## src/rtl/lc_cfg_loader.sv

```systemverilog
// Serial configuration loader: shifts per-cell config words into a shadow register, length/mode checked, commits atomically.
// Optional build macro LC_CFG_PARITY_EN appends an even-parity bit to the stream and checks it before commit.
module lc_cfg_loader #(
   parameter int unsigned NUM_CELLS = 4,
   parameter int unsigned CFG_BITS  = 21,
   parameter int unsigned CNT_W     = 8
) (
   input  logic                          QCK,
   input  logic                          QRN,
   input  logic                          cfg_valid,
   output logic                          cfg_ready,
   input  logic                          cfg_bit,
   input  logic                          cfg_last,
   input  logic                          cfg_abort,
   output logic [NUM_CELLS*CFG_BITS-1:0] cfg_out,
   output logic                          cfg_done,
   output logic                          cfg_err
);

   localparam int unsigned TOTAL = NUM_CELLS * CFG_BITS;
`ifdef LC_CFG_PARITY_EN
   localparam int unsigned LEN_LAST = TOTAL;
`else
   localparam int unsigned LEN_LAST = TOTAL - 1;
`endif

   typedef enum logic [2:0] {
      ST_IDLE,
      ST_SHIFT,
      ST_CHECK,
      ST_COMMIT,
      ST_ERROR
   } state_e;

   state_e             state_q, state_d;
   logic [CNT_W-1:0]   cnt_q, cnt_d;
   logic [TOTAL-1:0]   shadow_q, shadow_d;
   logic [TOTAL-1:0]   out_q, out_d;
   logic               ready_q, ready_d;
   logic               done_q, done_d;
   logic               err_q, err_d;
   logic               accept;
   logic               mode_bad;
   logic               par_bad;
   logic               at_last;

`ifdef LC_CFG_PARITY_EN
   // Running XOR over every accepted bit; zero at the end means even parity holds.
   logic par_q, par_d;
   always_ff @(posedge QCK or negedge QRN) begin
      if (!QRN) par_q <= 1'b0;
      else      par_q <= par_d;
   end
   always_comb begin
      par_d = par_q;
      if (accept && state_q == ST_IDLE)       par_d = cfg_bit;
      else if (accept && state_q == ST_SHIFT) par_d = par_q ^ cfg_bit;
   end
   assign par_bad = par_q;
`else
   assign par_bad = 1'b0;
`endif

   always_ff @(posedge QCK or negedge QRN) begin
      if (!QRN) begin
         state_q  <= ST_IDLE;
         cnt_q    <= '0;
         shadow_q <= '0;
         out_q    <= '0;
         ready_q  <= 1'b0;
         done_q   <= 1'b0;
         err_q    <= 1'b0;
      end else begin
         state_q  <= state_d;
         cnt_q    <= cnt_d;
         shadow_q <= shadow_d;
         out_q    <= out_d;
         ready_q  <= ready_d;
         done_q   <= done_d;
         err_q    <= err_d;
      end
   end

   // Abort wins over a simultaneous valid bit.
   assign accept  = cfg_valid && ready_q && !cfg_abort;
   assign at_last = (cnt_q == CNT_W'(LEN_LAST));

   always_comb begin
      mode_bad = 1'b0;
      for (int unsigned c = 0; c < NUM_CELLS; c++) begin
         if (shadow_q[c*CFG_BITS+16 +: 2] == 2'b11) mode_bad = 1'b1;
      end
   end

   always_comb begin
      state_d  = state_q;
      cnt_d    = cnt_q;
      shadow_d = shadow_q;
      out_d    = out_q;
      done_d   = 1'b0;
      err_d    = err_q;
      unique case (state_q)
         ST_IDLE: begin
            if (accept) begin
               shadow_d[0] = cfg_bit;
               cnt_d       = CNT_W'(1);
               err_d       = 1'b0;
               if (LEN_LAST == 0) state_d = cfg_last ? ST_CHECK : ST_ERROR;
               else               state_d = cfg_last ? ST_ERROR : ST_SHIFT;
            end
         end
         ST_SHIFT: begin
            if (cfg_abort) begin
               state_d = ST_IDLE;
               cnt_d   = '0;
            end else if (accept) begin
               for (int unsigned i = 0; i < TOTAL; i++) begin
                  if (cnt_q == CNT_W'(i)) shadow_d[i] = cfg_bit;
               end
               cnt_d = cnt_q + CNT_W'(1);
               if (at_last)       state_d = cfg_last ? ST_CHECK : ST_ERROR;
               else if (cfg_last) state_d = ST_ERROR;
            end
         end
         ST_CHECK: begin
            if (cfg_abort) begin
               state_d = ST_IDLE;
               cnt_d   = '0;
            end else if (mode_bad || par_bad) begin
               state_d = ST_ERROR;
            end else begin
               state_d = ST_COMMIT;
            end
         end
         ST_COMMIT: begin
            out_d   = shadow_q;
            done_d  = 1'b1;
            cnt_d   = '0;
            state_d = ST_IDLE;
         end
         ST_ERROR: begin
            cnt_d   = '0;
            state_d = ST_IDLE;
         end
         default: begin
            cnt_d   = '0;
            state_d = ST_IDLE;
         end
      endcase
      if (state_d == ST_ERROR) err_d = 1'b1;
      ready_d = (state_d == ST_IDLE) || (state_d == ST_SHIFT);
   end

   assign cfg_ready = ready_q;
   assign cfg_out   = out_q;
   assign cfg_done  = done_q;
   assign cfg_err   = err_q;

endmodule

```

## config.mk

```make
export PLATFORM = sky130hd
export DESIGN_NAME = lc_cfg_loader
export DESIGN_NICKNAME = d
export VERILOG_FILES = /design/src/rtl/lc_cfg_loader.sv
export SDC_FILE = /design/constraint.sdc
export NUM_CORES = 1
export LEC_CHECK = 0
export BUFFER_PORTS_ARGS = -buffer_cell sky130_fd_sc_hd__buf_2
export CORE_MARGIN = 4
export CORE_UTILIZATION = 40
export CTS_CLUSTER_SIZE = 24
export DETAILED_ROUTE_END_ITERATION = 8
export GPL_ROUTABILITY_DRIVEN = 0
export PLACE_DENSITY_LB_ADDON = 0.15
export REMOVE_ABC_BUFFERS = 1
export SLEW_MARGIN = 15
export SYNTH_ARGS = -nofsm -noshare
export SYNTH_HDL_FRONTEND = slang
export SYNTH_SLANG_ARGS = --single-unit
```

## constraint.sdc

```tcl
create_clock -name QCK -period 2 [get_ports QCK]
set_input_delay 0.3 -clock QCK [delete_from_list [all_inputs] [get_ports QCK]]
set_output_delay 0.3 -clock QCK [all_outputs]
set_load 0.05 [all_outputs]
```

==> qor.yml <==
violations: "negative setup slack"
synth_compound_area_frac: 0.0298
crit_arrival_ps: 2320
start_util: 0.410
path_clk_slew_ps: 70
synth.top_cells.by_area: "dfrtp_1 (59%), mux2_2 (23%), nor2_1 (3.2%)"
ff2ff_path_depth: 5
drive_above_1_share: 0.511
startpoint_type: "flip-flop"
endpoint: "shadow_q[61]$_DFFE_PN0P_"
antenna_cells: 0
clock_path_buffers: 2
io_pins: 93
drv_slew: 0
avgSynthCellArea_um2: 13.2
reg2reg_from: "state_q[2]$_DFF_PN0_"
ys_types: 49
antenna_left: 0
gr-total-overflow: 0
synthArstFlopShare: 1.00
cpPeakStageDelay_ps: 540
cpLargestDelayFamily: "simple AND/OR/NAND/NOR gates"
syn_inst: 584
irDropWorstVdd_mv: 0.590
first_pass_iters: 4
ys_ff_latch: 182
ff_latch_area_um2: 4550
relSlewSlack: 0.642
tns_ps: -3.59
portBuffers: 92
setup_ws_ps: -2.81
yosys.area_share.xor_xnor: 0
coreArea_um2: 18800
hp-class: "input port to flip-flop"
crit_slowest_cell: "or4_4"
drt_iter0_markers: 282
p_leak_nw: 4.85
grt_pass1_vias: 5388
wirelength_um: 17600
vias: 4944
synthMuxAreaShare: 0.245
crit_buf_inv: 1
cp_cell_sequence: "or3b_4 > or4_4 > buf_12 > nor2_4 > mux2_4"
drv_cap: 0
fin_skew_ps: 9.30
grtUsageTotal: 0.172
cts_buffers: 17
cp-end-kind: "flip-flop"
critical_path_class: "flip-flop to flip-flop"
worst_pin_slew_ps: 537
place_area_um2: 8800
drc_errors: 0
grt_max_degree: 85
hold_viol: 0
antenna_found_initial: 0
clock-sinks: 182
rows: 50
fmaxAchievable_mhz: 499
cp_max_fo: 8
synth_top_area_cell: "dfrtp_1"
n_fill_cell: 1670
status: "complete, but fails checks"
setup_viol: 2
clockRootBuffer: "clkbuf_16"
hold_slack_ps: 147
cts.htree.levels: 4
synth_warnings: 0
synth_top_family_by_area: "multiplexers"
min_period_ps: 2000
wl_per_cell_um: 17.9
viasPerCell: 5.02
powerDensity_nw_per_um2: 781
die_area_um2: 21600
synth-adder-area-share: 0.00648
worstReg2RegEnd: "shadow_q[61]$_DFFE_PN0P_"
clock_latency_ps: 430
synth-simple-area-share: 0.102
synth.top_cell.area_share: 0.590
multi_input_area_um2: 3090
period_share: 1.00
cts_tree: "yes"
synth-seq-area-share: 0.590
startpoint: "state_q[2]$_DFF_PN0_"
die_h_um: 147
synth_edf_count: 0
reg2reg_setup_slack_ps: -3
final_cell_area_um2: 9550
required_ps: 2310
yosysMostFrequentCell: "dfrtp_1"
rsz0062_at_grt: "true"
dp_hpwl_um: 11900
crit_cells: 5
die_width_um: 147
synth_top_cells_by_count: "dfrtp_1 (182), mux2_2 (156), nor2_1 (65), nand2_1 (27), clkbuf_1 (20)"
nets: 721
synth_area_um2: 7720
synthFlopType: "dfrtp_1"
grt_pass1_wl_um: 29700
area_growth_pct: 23.7
worst register-to-register path: stages, from the launching register on:
cell     delay [ps]
dfrtp_1         380
or3b_4          380
or4_4           540
buf_12          190
nor2_4          100
mux2_4          300
state kept, by name, summed over array words and instances (netlist names):
signal	cells
cfg_done	1
cfg_err	1
cfg_out	84
cfg_ready	1
cnt_q	8
shadow_q	84
state_q	3
stage by stage:
| stage | utilization | setup slack (ps) | instances | power, mW |
|---|---|---|---|---|
| 2_1_floorplan | - | -931 | 548 | 4.00 |
| 3_3_place_gp | 0.467 | -64.4 | 948 | 4.26 |
| 3_5_place_dp | 0.467 | -60.6 | 948 | 4.27 |
| 4_1_cts | 0.502 | -20.2 | 982 | 7.56 |
| 5_1_grt | 0.507 | -58.9 | 984 | 7.79 |
| 6_report | 0.507 | -2.81 | 984 | 7.46 |
layout by cell type, fill, tap and decap left out, types with 2 or more instances in the layout:
cell        instances
dfrtp_1           182
mux2_2            150
buf_2              91
nor2_1             59
buf_4              40
nand2_1            27
nand3_1            19
clkbuf_16          18
mux2_4             17
nor2_4             16
o21ai_0            10
buf_12              8
inv_1               7
a21oi_1             6
nand4_1             6
inv_6               6
clkinvlp_4          5
a22oi_1             3
nor2b_1             3
o31ai_1             3
ha_1                3
buf_6               3
nor3b_2             2
or4b_2              2
and3_1              2
and2_1              2
a21boi_0            2
clkinv_2            2
routing by layer:
| metal | track usage | wire length, um | share of wire | vias up |
|---|---|---|---|---|
| met3 | 0.0438 | 700 | 0.040 | 12 |
| li1 | - | - | - | 2291 |
| met4 | 0.0410 | 148 | 0.0084 | 0 |
| met2 | 0.277 | 8470 | 0.48 | 96 |
| met5 | 0 | 0 | 0 | - |
| met1 | 0.235 | 8250 | 0.47 | 2545 |
where the power goes:
group | switching [mW] | internal [mW]
Clock | 1.52 | 1.74
Sequential | 0.0210 | 3.72
Combinational | 0.314 | 0.151
kinds of logic (layout without fill, tap and decap cells):
family                     Yosys count  in the layout
adders and majority gates            4              4
buffers and inverters               43            183
AOI/OAI and AO/OA                   35             35
and+or+nand+nor                    152            152
muxes                              168            168
DFF                                182            182
how the worst min path moves through the flow:
stage,start,depth (start not counted),to,slack (ps)
finish,cfg_last,2,state_q[0]$_DFF_PN0_,150
global route,cfg_last,2,state_q[0]$_DFF_PN0_,170
CTS,cfg_last,2,state_q[0]$_DFF_PN0_,120
detailed placement,QRN,1,cfg_out[77]$_DFFE_PN0P_,300
global placement,QRN,1,cfg_done$_DFF_PN0_,280
floorplan,QRN,0,cfg_done$_DFF_PN0_,4
final cells by class:
| class | instances | area share |
|---|---|---|
| clock buffers | 17 | 0.0445 |
| clock inverters | 15 | 0.0148 |
| inverters | 7 | 0.00275 |
| multi-input cells | 359 | 0.324 |
| flip-flops and latches | 182 | 0.477 |
| well taps | 260 | 0.0341 |
| repair buffers | 144 | 0.103 |
what timing repair did:
| action | in CTS | in global routing |
|---|---|---|
| hold endpoints to repair | 45 | 0 |
| buffers inserted | 1 | 1 |
| gates resized for setup | 22 | 14 |
| endpoints found under the setup margin | 16 | 61 |
| hold buffers | 1 | 0 |
| pin swaps | 2 | 3 |
| cloned | 0 | 1 |
No activity file was read; power rests on OpenSTA's default activity.
